--- src/rtl/ahb_burst_seq_if.sv ---
`default_nettype none
// ============================================================================
// Module      : ahb_burst_seq_if
// Description : Bundle of the host request/write-data handshakes, the
//               master_ahb top-side outputs, the bus observation inputs and
//               the status outputs of ahb_burst_seq.
//               slave  modport : sequencer view (ahb_burst_seq)
//               master modport : environment view (host + master_ahb + bus)
// Revision    : 1.0 - initial release
// ============================================================================
interface ahb_burst_seq_if #(
    parameter int DATA_W = 32,
    parameter int ADDR_W = 32
);
    // host request channel
    logic              req_valid;
    logic              req_ready;
    logic [ADDR_W-1:0] req_addr;
    logic              req_write;
    logic [3:0]        req_len;
    logic              req_wrap;
    // host write-data channel
    logic              wdata_valid;
    logic              wdata_ready;
    logic [DATA_W-1:0] wdata;
    // master_ahb top-side inputs
    logic [ADDR_W-1:0] addr_top;
    logic [DATA_W-1:0] data_top;
    logic              write_top;
    logic [3:0]        beat_length;
    logic              wrap_enb;
    logic              enb;
    // master_ahb / bus observation
    logic              fifo_full;
    logic              fifo_empty;
    logic              HREADY;
    logic [1:0]        HTRANS;
    // status
    logic              busy;
    logic              done;
    logic              err;

    modport slave (
        input  req_valid, req_addr, req_write, req_len, req_wrap,
        input  wdata_valid, wdata,
        input  fifo_full, fifo_empty, HREADY, HTRANS,
        output req_ready, wdata_ready,
        output addr_top, data_top, write_top, beat_length, wrap_enb, enb,
        output busy, done, err
    );

    modport master (
        output req_valid, req_addr, req_write, req_len, req_wrap,
        output wdata_valid, wdata,
        output fifo_full, fifo_empty, HREADY, HTRANS,
        input  req_ready, wdata_ready,
        input  addr_top, data_top, write_top, beat_length, wrap_enb, enb,
        input  busy, done, err
    );
endinterface
`default_nettype wire

--- src/rtl/ahb_burst_seq.sv ---
`default_nettype none
// ============================================================================
// Module      : ahb_burst_seq
// Description : Request sequencer upstream of master_ahb. Accepts a burst
//               request, stages write beats, replays them on data_top at
//               one beat per non-full cycle, arms the master with a 2-cycle
//               enb pulse, then waits for len qualified bus beats.
// Ports       : HCLK    - clock, rising edge
//               HRESETn - asynchronous active-low reset
//               bus     - ahb_burst_seq_if.slave (host handshakes, master
//                         top-side outputs, fifo/bus observation, status)
// Options     : SEQ_TIMEOUT_EN - 8-bit WAIT watchdog; 256 WAIT cycles
//               without completion give an err pulse and return to IDLE.
// Revision    : 1.0 - initial release
// ============================================================================
module ahb_burst_seq #(
    parameter int DATA_W = 32,
    parameter int ADDR_W = 32,
    parameter int DEPTH  = 16
) (
    input  wire logic        HCLK,
    input  wire logic        HRESETn,
    ahb_burst_seq_if.slave   bus
);
    localparam int PTR_W = $clog2(DEPTH);

    localparam logic [2:0] S_IDLE    = 3'd0;
    localparam logic [2:0] S_COLLECT = 3'd1;
    localparam logic [2:0] S_LOAD    = 3'd2;
    localparam logic [2:0] S_ARM     = 3'd3;
    localparam logic [2:0] S_WAIT    = 3'd4;
    localparam logic [2:0] S_DONE    = 3'd5;

    logic [2:0]        r_state, w_next_state;
    logic [ADDR_W-1:0] r_addr;
    logic              r_write;
    logic [3:0]        r_len;
    logic              r_wrap;
    logic [PTR_W-1:0]  r_wr_ptr, r_rd_ptr;
    logic              r_arm_cnt;
    logic [3:0]        r_beat_cnt;
    logic              r_err;
    logic [DATA_W-1:0] r_buf [DEPTH];

    logic w_accept, w_legal, w_qual, w_wr_last, w_rd_last, w_beats_done, w_timeout;

    assign w_accept  = (r_state == S_IDLE) && bus.req_valid;
    // zero length is never legal; wrapping bursts exist only as 4 or 8 beats
    assign w_legal   = (bus.req_len != 4'd0) &&
                       (!bus.req_wrap || bus.req_len == 4'd4 || bus.req_len == 4'd8);
    // NONSEQ or SEQ with the bus ready
    assign w_qual    = bus.HREADY && (bus.HTRANS == 2'b10 || bus.HTRANS == 2'b11);
    assign w_wr_last = (r_wr_ptr == PTR_W'(r_len - 4'd1));
    assign w_rd_last = (r_rd_ptr == PTR_W'(r_len - 4'd1));
    // writes also need the master's data fifo drained before completing
    assign w_beats_done = (r_beat_cnt == r_len) && (!r_write || bus.fifo_empty);

`ifdef SEQ_TIMEOUT_EN
    logic [7:0] r_wdog;
    always_ff @(posedge HCLK or negedge HRESETn) begin
        if (!HRESETn)
            r_wdog <= 8'd0;
        else if (r_state == S_WAIT)
            r_wdog <= r_wdog + 8'd1;
        else
            r_wdog <= 8'd0;
    end
    assign w_timeout = (r_state == S_WAIT) && (r_wdog == 8'hFF);
`else
    assign w_timeout = 1'b0;
`endif

    // state register
    always_ff @(posedge HCLK or negedge HRESETn) begin
        if (!HRESETn)
            r_state <= S_IDLE;
        else
            r_state <= w_next_state;
    end

    // next-state logic
    always_comb begin
        w_next_state = r_state;
        case (r_state)
            S_IDLE: begin
                if (w_accept && w_legal)
                    w_next_state = bus.req_write ? S_COLLECT : S_ARM;
            end
            S_COLLECT: begin
                if (bus.wdata_valid && w_wr_last)
                    w_next_state = S_LOAD;
            end
            S_LOAD: begin
                if (!bus.fifo_full && w_rd_last)
                    w_next_state = S_ARM;
            end
            S_ARM: begin
                if (r_arm_cnt)
                    w_next_state = S_WAIT;
            end
            S_WAIT: begin
                if (w_beats_done)
                    w_next_state = S_DONE;
                else if (w_timeout)
                    w_next_state = S_IDLE;
            end
            S_DONE:  w_next_state = S_IDLE;
            default: w_next_state = S_IDLE;
        endcase
    end

    // request latch, pointers and counters
    always_ff @(posedge HCLK or negedge HRESETn) begin
        if (!HRESETn) begin
            r_addr     <= '0;
            r_write    <= 1'b0;
            r_len      <= 4'd0;
            r_wrap     <= 1'b0;
            r_wr_ptr   <= '0;
            r_rd_ptr   <= '0;
            r_arm_cnt  <= 1'b0;
            r_beat_cnt <= 4'd0;
            r_err      <= 1'b0;
        end else begin
            // illegal requests leave the master-facing latch untouched
            if (w_accept && w_legal) begin
                r_addr     <= bus.req_addr;
                r_write    <= bus.req_write;
                r_len      <= bus.req_len;
                r_wrap     <= bus.req_wrap;
                r_wr_ptr   <= '0;
                r_rd_ptr   <= '0;
                r_beat_cnt <= 4'd0;
            end
            if (r_state == S_COLLECT && bus.wdata_valid)
                r_wr_ptr <= r_wr_ptr + 1'b1;
            // the pointer holds on the last beat so data_top stays valid
            if (r_state == S_LOAD && !bus.fifo_full && !w_rd_last)
                r_rd_ptr <= r_rd_ptr + 1'b1;
            r_arm_cnt <= (r_state == S_ARM) ? ~r_arm_cnt : 1'b0;
            // saturate at len so extra qualified beats cannot wrap the count
            if (r_state == S_WAIT && w_qual && r_beat_cnt != r_len)
                r_beat_cnt <= r_beat_cnt + 4'd1;
            r_err <= (w_accept && !w_legal) ||
                     (r_state == S_WAIT && w_timeout && !w_beats_done);
        end
    end

    // staging buffer; contents are only meaningful behind the pointers
    always_ff @(posedge HCLK) begin
        if (r_state == S_COLLECT && bus.wdata_valid)
            r_buf[r_wr_ptr] <= bus.wdata;
    end

    // outputs decode the state directly so enb drops with the async reset
    always_comb begin
        bus.req_ready   = (r_state == S_IDLE);
        bus.wdata_ready = (r_state == S_COLLECT);
        bus.data_top    = (r_state == S_LOAD) ? r_buf[r_rd_ptr] : '0;
        bus.enb         = (r_state == S_ARM);
        bus.busy        = (r_state != S_IDLE);
        bus.done        = (r_state == S_DONE);
        bus.err         = r_err;
        bus.addr_top    = r_addr;
        bus.write_top   = r_write;
        bus.beat_length = r_len;
        bus.wrap_enb    = r_wrap;
    end
endmodule
`default_nettype wire

--- src/flat_wrapper.sv ---
// flat-port wrapper written by rule: the top's interface ports become plain ports
module ahb_burst_seq_flat 
#(
    parameter int DATA_W = 32,
    parameter int ADDR_W = 32,
    parameter int DEPTH  = 16
)
  (HCLK, HRESETn, bus_req_valid, bus_req_addr, bus_req_write, bus_req_len, bus_req_wrap, bus_wdata_valid, bus_wdata, bus_fifo_full, bus_fifo_empty, bus_HREADY, bus_HTRANS, bus_req_ready, bus_wdata_ready, bus_addr_top, bus_data_top, bus_write_top, bus_beat_length, bus_wrap_enb, bus_enb, bus_busy, bus_done, bus_err);
  ahb_burst_seq_if #(.DATA_W(DATA_W), .ADDR_W(ADDR_W)) bus_i ();
  input  wire logic HCLK;
  input  wire logic HRESETn;
  input wire logic [$bits(bus_i.req_valid)-1:0] bus_req_valid;
  input wire logic [$bits(bus_i.req_addr)-1:0] bus_req_addr;
  input wire logic [$bits(bus_i.req_write)-1:0] bus_req_write;
  input wire logic [$bits(bus_i.req_len)-1:0] bus_req_len;
  input wire logic [$bits(bus_i.req_wrap)-1:0] bus_req_wrap;
  input wire logic [$bits(bus_i.wdata_valid)-1:0] bus_wdata_valid;
  input wire logic [$bits(bus_i.wdata)-1:0] bus_wdata;
  input wire logic [$bits(bus_i.fifo_full)-1:0] bus_fifo_full;
  input wire logic [$bits(bus_i.fifo_empty)-1:0] bus_fifo_empty;
  input wire logic [$bits(bus_i.HREADY)-1:0] bus_HREADY;
  input wire logic [$bits(bus_i.HTRANS)-1:0] bus_HTRANS;
  output wire logic [$bits(bus_i.req_ready)-1:0] bus_req_ready;
  output wire logic [$bits(bus_i.wdata_ready)-1:0] bus_wdata_ready;
  output wire logic [$bits(bus_i.addr_top)-1:0] bus_addr_top;
  output wire logic [$bits(bus_i.data_top)-1:0] bus_data_top;
  output wire logic [$bits(bus_i.write_top)-1:0] bus_write_top;
  output wire logic [$bits(bus_i.beat_length)-1:0] bus_beat_length;
  output wire logic [$bits(bus_i.wrap_enb)-1:0] bus_wrap_enb;
  output wire logic [$bits(bus_i.enb)-1:0] bus_enb;
  output wire logic [$bits(bus_i.busy)-1:0] bus_busy;
  output wire logic [$bits(bus_i.done)-1:0] bus_done;
  output wire logic [$bits(bus_i.err)-1:0] bus_err;
  assign bus_i.req_valid = bus_req_valid;
  assign bus_i.req_addr = bus_req_addr;
  assign bus_i.req_write = bus_req_write;
  assign bus_i.req_len = bus_req_len;
  assign bus_i.req_wrap = bus_req_wrap;
  assign bus_i.wdata_valid = bus_wdata_valid;
  assign bus_i.wdata = bus_wdata;
  assign bus_i.fifo_full = bus_fifo_full;
  assign bus_i.fifo_empty = bus_fifo_empty;
  assign bus_i.HREADY = bus_HREADY;
  assign bus_i.HTRANS = bus_HTRANS;
  assign bus_req_ready = bus_i.req_ready;
  assign bus_wdata_ready = bus_i.wdata_ready;
  assign bus_addr_top = bus_i.addr_top;
  assign bus_data_top = bus_i.data_top;
  assign bus_write_top = bus_i.write_top;
  assign bus_beat_length = bus_i.beat_length;
  assign bus_wrap_enb = bus_i.wrap_enb;
  assign bus_enb = bus_i.enb;
  assign bus_busy = bus_i.busy;
  assign bus_done = bus_i.done;
  assign bus_err = bus_i.err;
  ahb_burst_seq #(.DATA_W(DATA_W), .ADDR_W(ADDR_W), .DEPTH(DEPTH)) u_core (.HCLK(HCLK), .HRESETn(HRESETn), .bus(bus_i));
endmodule
--- config.mk ---
export PLATFORM = sky130hd
export DESIGN_NAME = ahb_burst_seq_flat
export DESIGN_NICKNAME = d
export VERILOG_FILES = /design/src/rtl/ahb_burst_seq_if.sv /design/src/rtl/ahb_burst_seq.sv /design/src/flat_wrapper.sv
export SDC_FILE = /design/constraint.sdc
export NUM_CORES = 1
export LEC_CHECK = 0
export CAP_MARGIN = 20
export CORE_MARGIN = 2
export CORE_UTILIZATION = 55
export CTS_CLUSTER_DIAMETER = 150
export CTS_CLUSTER_SIZE = 16
export DETAILED_ROUTE_END_ITERATION = 12
export DONT_BUFFER_PORTS = 1
export PLACE_DENSITY_LB_ADDON = 0.15
export RECOVER_POWER = 25
export SLEW_MARGIN = 20
export SYNTH_ARGS = -nofsm -noshare
export SYNTH_HDL_FRONTEND = slang
export SYNTH_SLANG_ARGS = --single-unit
--- constraint.sdc ---
create_clock -name HCLK -period 4.6 [get_ports HCLK]
set_input_delay 0.69 -clock HCLK [delete_from_list [all_inputs] [get_ports HCLK]]
set_output_delay 0.69 -clock HCLK [all_outputs]
set_load 0.01 [all_outputs]
==> summary by stage <==
Pwr
The reported leakage power is around 7.7 nW. For this design the ratio of total power to cell area is about 540 nW/um^2. The worst supply voltage drop on vdd is ~310 uV. The overall power consumption is approximately 0.013 W.

Clocking
The CTS root buffer is sky130_fd_sc_hd__clkbuf_16. In this run, post-CTS hold repair placed 2 buffers. TritonCTS created ~40 clock buffers. Clock latency on the worst-skew pair, taken at its later pin, is approximately 0.57 ns.

The worst-case clock buffer depth is 3. The post-CTS repair timing setup buffer count is 0. The clock net sink count is 567.

The TritonCTS clock tree is done. Post-CTS repair changed the size of 0 cells. The H-tree level count is 2.

The clock transition at the registers of the reported paths is ~0.080 ns.

Logic synthesis
The synthesized design contains about 510 enable-type register cells. The synthesized netlist contains 42 unique library cells. In the synthesized netlist the async set-or-reset flop fraction comes to around a tenth.

The number of synthesis warnings is 0. For this run, the leading register cell type out of synthesis is sky130_fd_sc_hd__edfxtp_1. Counting every instance in the synthesized netlist gives between 1000 and 1500. Summing the sequential cell areas from Yosys gives between 70 and 80% of the chip area. A synthesized cell averages about 21 um^2.

After synthesis the netlist holds a flip-flop and latch count of approximately 570. The post-synth net total is ~1100. The mapped netlist covers 22100 um^2.

Floorplanning
The die covers 41800 um^2. In this run the count of I/O pins placed on the die edge is ~160. The die boundary width is between 200 and 250 um. The chip height is between 200 and 250 um.

The floorplan has 73 rows. For this configuration, the core starts out at a cell density of 55.6%. The core outline area is about 40000 um^2.

Place
Detailed placement ended at an HPWL of 23200 um. Once placement finished, the instance area stood at 22800 um^2. Buffers placed on the I/O ports in this run total 0.

Routability-driven placement finished with a final weighted congestion of between 0.7 and 0.8.

Global route
The number of global-route vias before repair came to 10000. The global-route wire length before repair is ~65000 um. The initial antenna violation count came to 0. After global routing the overflow that remains totals 0. The largest net degree at the start of global routing is 56. Global routing consumed, over all layers together, between 20 and 25% of the routing resources.

Layout
The number of diodes is 0. The final instance area is approximately 24000 um^2. The ratio of cells with drive above 1 in the final layout is approximately a quarter. Leaving out fill and tap cells, the most frequent cells in the layout are sky130_fd_sc_hd__edfxtp_1 (512), sky130_fd_sc_hd__mux4_2 (160), sky130_fd_sc_hd__nand2_1 (114).

Relative to the synthesized area, the layout overhead comes to 8.66%. In the final design database the tool counted roughly 1200 nets. Leaving out fill and tap cells, the most frequent cell in the layout is sky130_fd_sc_hd__edfxtp_1.

Setup path
In this run the critical register-to-register path is launched from u_core.r_state[1]. The worst setup path is launched from a flip-flop. The capture point of the worst reg-to-reg path is u_core.r_buf[11][19]. The kind of critical path is flip-flop to primary output. The arrival time of data at the critical path endpoint is 3.11 ns.

The logic depth of the worst register-to-register path is 5. Setup slack on the worst reg-to-reg path comes out at ~1.4 ns. The maximum fanout count along the critical path is 36.

The kind of end point of the critical path is a primary output. For the worst setup path, the data required time is 3.91 ns.

Timing
The shortest period the worst path allows is approximately 3.8 ns. The peak clock frequency supported by timing is 0.263 GHz. Setup repair after global routing left no endpoint under its margin.

The worst max-slew margin expressed relative to the limit is a little over a quarter. The number of pins exceeding their max-slew limit in the final report is 0. The fraction of the cycle the final worst path needs is between 80 and 90%.

The worst clock skew is 0.0128 ns. The transition time at the pin with the least slew margin is ~1.1 ns. Setup violations remaining at the end of the flow were counted as 0.

Adding up every negative setup slack in the final design gives 0 ns. Across all hold checks on the routed design, the worst slack comes to between 0.2 and 0.25 ns. The final number of hold-violating endpoints is 0.

Min path
The min-delay analysis places its worst path in the category primary input to flip-flop. In this run the most critical hold path is launched from bus_wdata[29]. The worst hold path terminates at u_core.r_buf[8][29]. The worst hold path depth is 0.

Detailed routing
After detailed routing, the average wire length per cell comes to ~28 um. The count of unresolved DRC violations after routing is 0. For this block, the initial DRC count from the detailed router was between 900 and 1000. Across all layers, the routed design uses between 9000 and 10000 vias. Once detail routing completed, the nets flagged for antenna violations numbered 0. The number of vias per cell after detailed routing is roughly 6.2. The first-pass iteration count of the detailed router is 5. Summed over all layers, the routed wires come to about 45000 um.

Outcome
The flow ran to the end, and the final reports show no timing, DRC or antenna violations.

Flow run
The number of max-cap violations is 0.
critical path, cell delays in order, from the launching register on:
cell                      delay, ns
sky130_fd_sc_hd__dfrtp_4       0.86
sky130_fd_sc_hd__buf_12        0.38
sky130_fd_sc_hd__mux4_2        0.56
sky130_fd_sc_hd__mux4_2        0.53
sky130_fd_sc_hd__nor2b_1       0.19
state kept, by name (all words and copies together), names as in the netlist:
| register | cells |
|---|---|
| u_core.bus.err | 1 |
| u_core.bus.beat_length | 4 |
| u_core.bus.write_top | 1 |
| u_core.r_beat_cnt | 4 |
| u_core.r_arm_cnt | 1 |
| u_core.r_wr_ptr | 4 |
| u_core.bus.addr_top | 32 |
| u_core.bus.wrap_enb | 1 |
| u_core.r_state | 3 |
| u_core.r_rd_ptr | 4 |
| u_core.r_buf | 512 |
power breakdown:
| part | switching [W] | internal, W |
|---|---|---|
| registers | 0.000562 | 0.00591 |
| logic | 0.00142 | 0.00166 |
| clock network | 0.00164 | 0.00168 |
| total | 0.00363 | 0.00925 |
worst max-delay path by stage:
stage	start	to	slack (ns)	cells past startpoint
floorplan	u_core.r_state[0]	u_core.r_buf[0][0]	-0.21	4
global placement	u_core.r_rd_ptr[0]	bus_data_top[7]	1.36	4
detailed placement	u_core.r_rd_ptr[0]	bus_data_top[3]	1.34	4
global route	u_core.r_rd_ptr[0]	bus_data_top[3]	0.65	4
finish	u_core.r_rd_ptr[0]	bus_data_top[3]	0.80	4
CTS	u_core.r_rd_ptr[0]	bus_data_top[3]	0.71	4
synthesized netlist by cell type (all sizes together), types with 7 or more instances:
cell,count,area share (%)
edfxtp,512,70
mux4,160,16
nand2,114,1.9
dfrtp,55,6.2
nor2b,34,0.96
buf,29,0.88
clkbuf,27,0.46
inv,13,0.22
o21ai,10,0.23
nor2,8,0.14
xnor2,8,0.32
and2,7,0.20
ha,7,0.40
nand3,7,0.16
nor3,7,0.18
per-layer routing:
layer / global-route usage [%] / wire [um]
met1: 31.5 / 18500
met2: 35.5 / 22600
met3: 4.37 / 2880
met4: 4.76 / 673
met5: 0 / 0
cell families after synthesis:
logic type,Yosys count,synth area share [%]
compound gates,27,0.872
xor+xnor,15,0.719
fa+ha+maj,7,0.396
buf+inv,71,1.60
flops,567,75.8
mux,163,16.5
simple gates,195,4.14
per-stage QoR:
step           setup slack, ns  utilization [%]  cells
2_1_floorplan           -0.214                -   1045
3_3_place_gp              1.36             57.5   1546
3_5_place_dp              1.34             57.5   1546
4_1_cts                  0.714             60.4   1600
5_1_grt                  0.654             60.4   1600
6_report                 0.798             60.4   1600
cell type report:
| cell class | count | area [um^2] |
|---|---|---|
| fill | 2806 | 15700 |
| inverter | 15 | 56.3 |
| sequential | 567 | 16800 |
| multi-input combinational | 407 | 5070 |
| clock inverter | 2 | 20.0 |
| timing repair buffer | 34 | 340 |
| tap | 525 | 657 |
| clock buffer | 50 | 1100 |
Note: power is estimated with default switching activity, not from simulation.
